File: src/rtl/display_pkg.sv
// Shared definitions for the display-start controller family:
// FSM encoding, bus widths and default frame-buffer placement.
package display_pkg;

  localparam int DISP_ADDR_W = 30;
  localparam int FRAME_CNT_W = 16;

  localparam logic [DISP_ADDR_W-1:0] DEF_BASE_ADDR  = 30'h10426240;
  localparam logic [DISP_ADDR_W-1:0] DEF_BUF_STRIDE = 30'h00025800;

  typedef enum logic [1:0] {
    S_INIT  = 2'd0,
    S_WAIT  = 2'd1,
    S_APPLY = 2'd2,
    S_CLR   = 2'd3
  } state_t;

endpackage

File: src/rtl/disp_addr_calc.sv
// Buffer index to frame-buffer word address: BASE_ADDR + idx * BUF_STRIDE,
// wrapped to the display address width.
module disp_addr_calc
  import display_pkg::*;
#(
  parameter logic [DISP_ADDR_W-1:0] BASE_ADDR  = DEF_BASE_ADDR,
  parameter logic [DISP_ADDR_W-1:0] BUF_STRIDE = DEF_BUF_STRIDE,
  parameter int                     IDX_W      = 3
) (
  input  logic [IDX_W-1:0]       idx,
  output logic [DISP_ADDR_W-1:0] addr
);

  logic [DISP_ADDR_W-1:0] idx_ext;

  always_comb begin
    idx_ext = {{(DISP_ADDR_W-IDX_W){1'b0}}, idx};
    addr    = BASE_ADDR + idx_ext * BUF_STRIDE;
  end

endmodule

File: src/rtl/display_page_flipper.sv
// Display-start controller: selects the frame buffer shown by the display IP,
// applying host flip requests or round-robin advance once per vblank.
module display_page_flipper
  import display_pkg::*;
#(
  parameter int                     NUM_BUF    = 2,
  parameter logic [DISP_ADDR_W-1:0] BASE_ADDR  = DEF_BASE_ADDR,
  parameter logic [DISP_ADDR_W-1:0] BUF_STRIDE = DEF_BUF_STRIDE,
  parameter int                     IDX_W      = 3
) (
  input  logic                   clk,
  input  logic                   rst,
  input  logic                   VBLANK,
  output logic                   CLRVBLNK,
  output logic [DISP_ADDR_W-1:0] DISPADDR,
  output logic                   DISPON,
  input  logic                   disp_en,
  input  logic                   auto_flip,
  input  logic                   flip_req,
  input  logic [IDX_W-1:0]       flip_idx,
  output logic                   flip_ack,
  output logic                   flip_err,
  output logic [IDX_W-1:0]       cur_buf,
  output logic [FRAME_CNT_W-1:0] frame_cnt
);

  localparam logic [IDX_W:0]   NUM_BUF_C = (IDX_W+1)'(NUM_BUF);
  localparam logic [IDX_W-1:0] LAST_IDX  = IDX_W'(NUM_BUF - 1);

  state_t                 state, state_nx;
  logic                   pending;
  logic [IDX_W-1:0]       pend_idx;
  logic                   req_ok;
  logic [IDX_W-1:0]       next_buf;
  logic [DISP_ADDR_W-1:0] next_addr;

  logic                   clr_d, on_d, ack_d;
  logic [DISP_ADDR_W-1:0] addr_d;
  logic [IDX_W-1:0]       buf_d;
  logic [FRAME_CNT_W-1:0] cnt_d;

  assign req_ok = ({1'b0, flip_idx} < NUM_BUF_C);

  always_comb begin
    next_buf = cur_buf;
    if (pending) begin
      next_buf = pend_idx;
    end else if (auto_flip && (NUM_BUF > 1)) begin
      next_buf = (cur_buf == LAST_IDX) ? '0 : cur_buf + IDX_W'(1);
    end
  end

  disp_addr_calc #(
    .BASE_ADDR (BASE_ADDR),
    .BUF_STRIDE(BUF_STRIDE),
    .IDX_W     (IDX_W)
  ) u_addr (
    .idx (next_buf),
    .addr(next_addr)
  );

  always_ff @(posedge clk or negedge rst) begin
    if (!rst) begin
      state <= S_INIT;
    end else begin
      state <= state_nx;
    end
  end

  always_comb begin
    state_nx = state;
    unique case (state)
      S_INIT:  state_nx = S_WAIT;
      S_WAIT:  if (VBLANK) state_nx = S_APPLY;
      S_APPLY: state_nx = S_CLR;
      S_CLR:   if (!VBLANK) state_nx = S_WAIT;
      default: state_nx = S_INIT;
    endcase
  end

  always_comb begin
    clr_d  = CLRVBLNK;
    on_d   = DISPON;
    addr_d = DISPADDR;
    buf_d  = cur_buf;
    cnt_d  = frame_cnt;
    ack_d  = 1'b0;
    unique case (state)
      S_INIT:  clr_d = 1'b0;
      S_APPLY: begin
        buf_d  = next_buf;
        addr_d = next_addr;
        on_d   = disp_en;
        cnt_d  = frame_cnt + FRAME_CNT_W'(1);
        clr_d  = 1'b1;
        ack_d  = pending;
      end
      S_CLR:   if (!VBLANK) clr_d = 1'b0;
      default: ;
    endcase
  end

  always_ff @(posedge clk or negedge rst) begin
    if (!rst) begin
      CLRVBLNK  <= 1'b1;
      DISPADDR  <= '0;
      DISPON    <= 1'b0;
      flip_ack  <= 1'b0;
      cur_buf   <= '0;
      frame_cnt <= '0;
    end else begin
      CLRVBLNK  <= clr_d;
      DISPADDR  <= addr_d;
      DISPON    <= on_d;
      flip_ack  <= ack_d;
      cur_buf   <= buf_d;
      frame_cnt <= cnt_d;
    end
  end

  // A request landing on the apply edge must survive the consume-clear,
  // so capture is given priority over clearing the pending flag.
  always_ff @(posedge clk or negedge rst) begin
    if (!rst) begin
      pending  <= 1'b0;
      pend_idx <= '0;
      flip_err <= 1'b0;
    end else begin
      flip_err <= flip_req && !req_ok;
      if (flip_req && req_ok) begin
        pending  <= 1'b1;
        pend_idx <= flip_idx;
      end else if (state == S_APPLY) begin
        pending  <= 1'b0;
      end
    end
  end

endmodule

File: config.mk
export PLATFORM = sky130hd
export DESIGN_NAME = display_page_flipper
export DESIGN_NICKNAME = d
export VERILOG_FILES = /design/src/rtl/display_pkg.sv /design/src/rtl/disp_addr_calc.sv /design/src/rtl/display_page_flipper.sv
export SDC_FILE = /design/constraint.sdc
export NUM_CORES = 1
export LEC_CHECK = 0
export CAP_MARGIN = 0
export CORE_MARGIN = 5
export CORE_UTILIZATION = 40
export CTS_CLUSTER_SIZE = 12
export DETAILED_ROUTE_END_ITERATION = 10
export PLACE_DENSITY = 0.75
export SETUP_SLACK_MARGIN = 0.02
export SYNTH_ARGS = -nofsm -noshare
export SYNTH_HDL_FRONTEND = slang
export SYNTH_SLANG_ARGS = --single-unit
File: constraint.sdc
create_clock -name clk -period 3.4 [get_ports clk]
set_input_delay 0.68 -clock clk [delete_from_list [all_inputs] [get_ports clk]]
set_output_delay 0.68 -clock clk [all_outputs]
set_load 0.01 [all_outputs]
==> flow_summary.yaml <==
clocking:
  cts_max_path_buffers: 2
  cts_made_buffers: 5
  clockRootBuffer: "clkbuf_8"
  tritoncts: "built"
  ctsHoldBuffers: 0
  path_clk_slew_ps: 80
  cts_sinks: 40
  h-tree-depth: 2
  clk_latency_ps: 290
detailed_routing:
  drt_wl_total_um: 4180
  route.detailed.drc: 0
  drtPass1Iterations: 4
  route.detailed.wl_per_inst_um: 12.3
  first_iter_violations: 30
  vias_per_cell: 4.71
  vias: 1607
  antenna_left: 0
power_and_ir_drop:
  p_per_area_nw_per_um2: 768
  p_leak_nw: 1.36
  ir_worst_vdd_v: 0.000492
final_layout:
  fin_cells: 341
  drive_gt1_share_pct: 19.0
  nets: 289
  n_fill_cell: 488
  area_delta_synth_final_pct: 31.9
  diodes: 0
place:
  io_buffers: 46
  gp_congestion: 0.807
  place_inst: 332
  place_ws_ps: -358
  dp_hpwl_um: 3150
worst_setup_path:
  r2r_start: "cur_buf[0]"
  rrSetupSlack_ps: 380
  crit_start: "auto_flip"
  r2r_cells: 10
  criticalPathCategory: "input pin to flip-flop"
  critPathLaunchType: "input pin"
  cp.arrival_ps: 3450
  cp.required_ps: 3630
  critical_path_peak_fanout: 4
  r2r-end: "DISPADDR[19]"
  end_kind: "flip-flop"
outcome:
  outcome: "finished clean"
logic_synthesis:
  yosys_warnings: 0
  ys_async_sr_fraction_pct: 100
  synth_cells: 206
  ys_types: 45
  synth_flop_cell: "dfrtp_1"
  synthTopCellsByArea: "dfrtp_1 44%, buf_4 6.8%, ha_1 6.2%, xnor2_1 5.1%, mux2_2 5.1%"
  ys_seq_elements: 40
  synthTopCellsByCount: "39 x dfrtp_1, 20 x buf_4, 13 x nand2_1, 13 x xnor2_1"
  syn_avg_cell_area_um2: 10.7
  synth_area_um2: 2210
  ys_seq_area_share_pct: 45.3
  synth_top_area_share_pct: 44.1
  synth_edf_count: 0
  post-synth-top-area-cell: "dfrtp_1"
  synth_most_common_cell: "dfrtp_1"
sta:
  post-route-period-util_pct: 94.9
  period_needed_ps: 3230
  timing.fmax_ghz: 0.310
  hold_viol: 0
  finClkSkew_ps: 6.60
  drv_slew: 0
  tightest_slew_ps: 876
  fin_ws_ps: 173
  slew_headroom_pct: 41.6
  rsz0062_at_grt: "no"
  finalSetupViolations: 0
die:
  core_region_area_um2: 5440
  rows: 27
  die-area_um2: 7110
  start_util_pct: 40.6
  die_y_um: 84.3
  fp.dieW_um: 84.3
  io_pins: 62
global_route:
  grt_pass1_wl_um: 7060
  track_usage_pct: 12.1
  grt_overflow_total: 0
  grt_pass1_vias: 1573
  antenna_found_initial: 0
  grt_max_degree: 41
min_path:
  hp-class: "flip-flop to flip-flop"
  holdPathEnd: "frame_cnt[15]"
  hold_depth: 1
  min-delay-start: "frame_cnt[15]"
flow_run:
  cap_violations: 0
==> registers in the layout (all words and copies together), names as in the netlist <==
register / flops
flip_ack: 1
pending: 1
CLRVBLNK: 1
cur_buf: 3
DISPON: 1
frame_cnt: 16
pend_idx: 3
state: 2
DISPADDR: 11
flip_err: 1
==> metrics by stage <==
stage          setup TNS [ps]  util, %  power (mW)  hold slack (ps)  cell area [um2]
2_1_floorplan               0        -        1.33              384             2260
3_5_place_dp            -1370     51.1        1.81              464             2780
3_3_place_gp             -931     51.1        1.79              460             2780
5_1_grt                     0     53.6        2.41              501             2920
6_report                    0     53.6        2.24              471             2920
4_1_cts                     0     53.3        2.22              478             2900
==> placed cells by master (no fill, tap or decap), types with 3 or more instances in the layout <==
master and n:
nand2_1 13, dfrtp_1 39, nor2_1 8, xor2_1 9, o21ai_0 5, and3_1 3, inv_1 11, clkbuf_8 5
nand3_1 6, ha_1 11, conb_1 15, a21oi_1 7, mux2_2 10, buf_4 20, clkdlybuf4s50_1 44, nand4_1 4
nor2b_1 4, xnor2_1 13, and2_1 4
==> power breakdown <==
part / switching, mW / total [mW] / internal (mW) / leakage (nW)
sequential: 0.118 / 0.718 / 0.599 / 0.507
clock: 0.166 / 0.383 / 0.217 / 0.0541
combinational: 0.500 / 1.14 / 0.637 / 0.802
total: 0.784 / 2.24 / 1.45 / 1.36
==> logic make-up (layout without fill, tap and decap cells) <==
logic type / count (synthesis) / count (layout) / share of synthesized area (%)
and+or+nand+nor: 53 / 53 / 12.8
DFF: 40 / 40 / 45.3
buffers and inverters: 36 / 85 / 9.62
AOI/OAI and AO/OA: 27 / 27 / 8.60
xor gates and xnor gates: 24 / 24 / 9.85
adders and majority gates: 13 / 13 / 7.64
muxes: 12 / 12 / 6.00
other: 1 / 15 / 0.170
==> what timing repair did <==
item | CTS | global route
gates cloned | 0 | 0
buffers inserted | 0 | 1
gates resized for setup | 3 | 3
setup endpoints to repair | 3 | 1
pin swaps | 0 | 1
==> per-layer routing <==
layer  global-route usage, %  part of all wire, %  wire [um]  up-vias
li1                        -                    -          -      788
met3                    2.94                  5.3        220        7
met5                       0                    0          0        -
met4                    3.88                  1.3         54        0
met1                    15.3                   45       1890      770
met2                    20.2                   48       2010       42
==> how the worst max path moves through the flow <==
stage / end / slack [ps]
finish: DISPADDR[19] / 170
global route: DISPADDR[19] / 30
CTS: DISPADDR[19] / 180
detailed placement: DISPADDR[19] / -360
global placement: DISPADDR[19] / -260
floorplan: DISPADDR[19] / 250
==> area by class of cell <==
| class | count | area, um2 | area share [%] |
|---|---|---|---|
| Multi-Input combinational cell | 144 | 1070 | 36.6 |
| Sequential cell | 40 | 1000 | 34.4 |
| Timing Repair Buffer | 66 | 604 | 20.7 |
| Tap cell | 72 | 90.1 | 3.09 |
| Clock buffer | 5 | 68.8 | 2.36 |
| Clock inverter | 3 | 42.5 | 1.46 |
| Inverter | 11 | 41.3 | 1.42 |
==> critical path: stages <==
cell and delay (ps):
dlygate4sd2_1 270, and4b_4 230, o31a_2 330, ha_1 300
ha_1 210, inv_1 70, fa_2 440, ha_1 210
nand2b_4 150, or4_1 470, nand3_1 90
No activity file was read; power rests on OpenSTA's default activity.
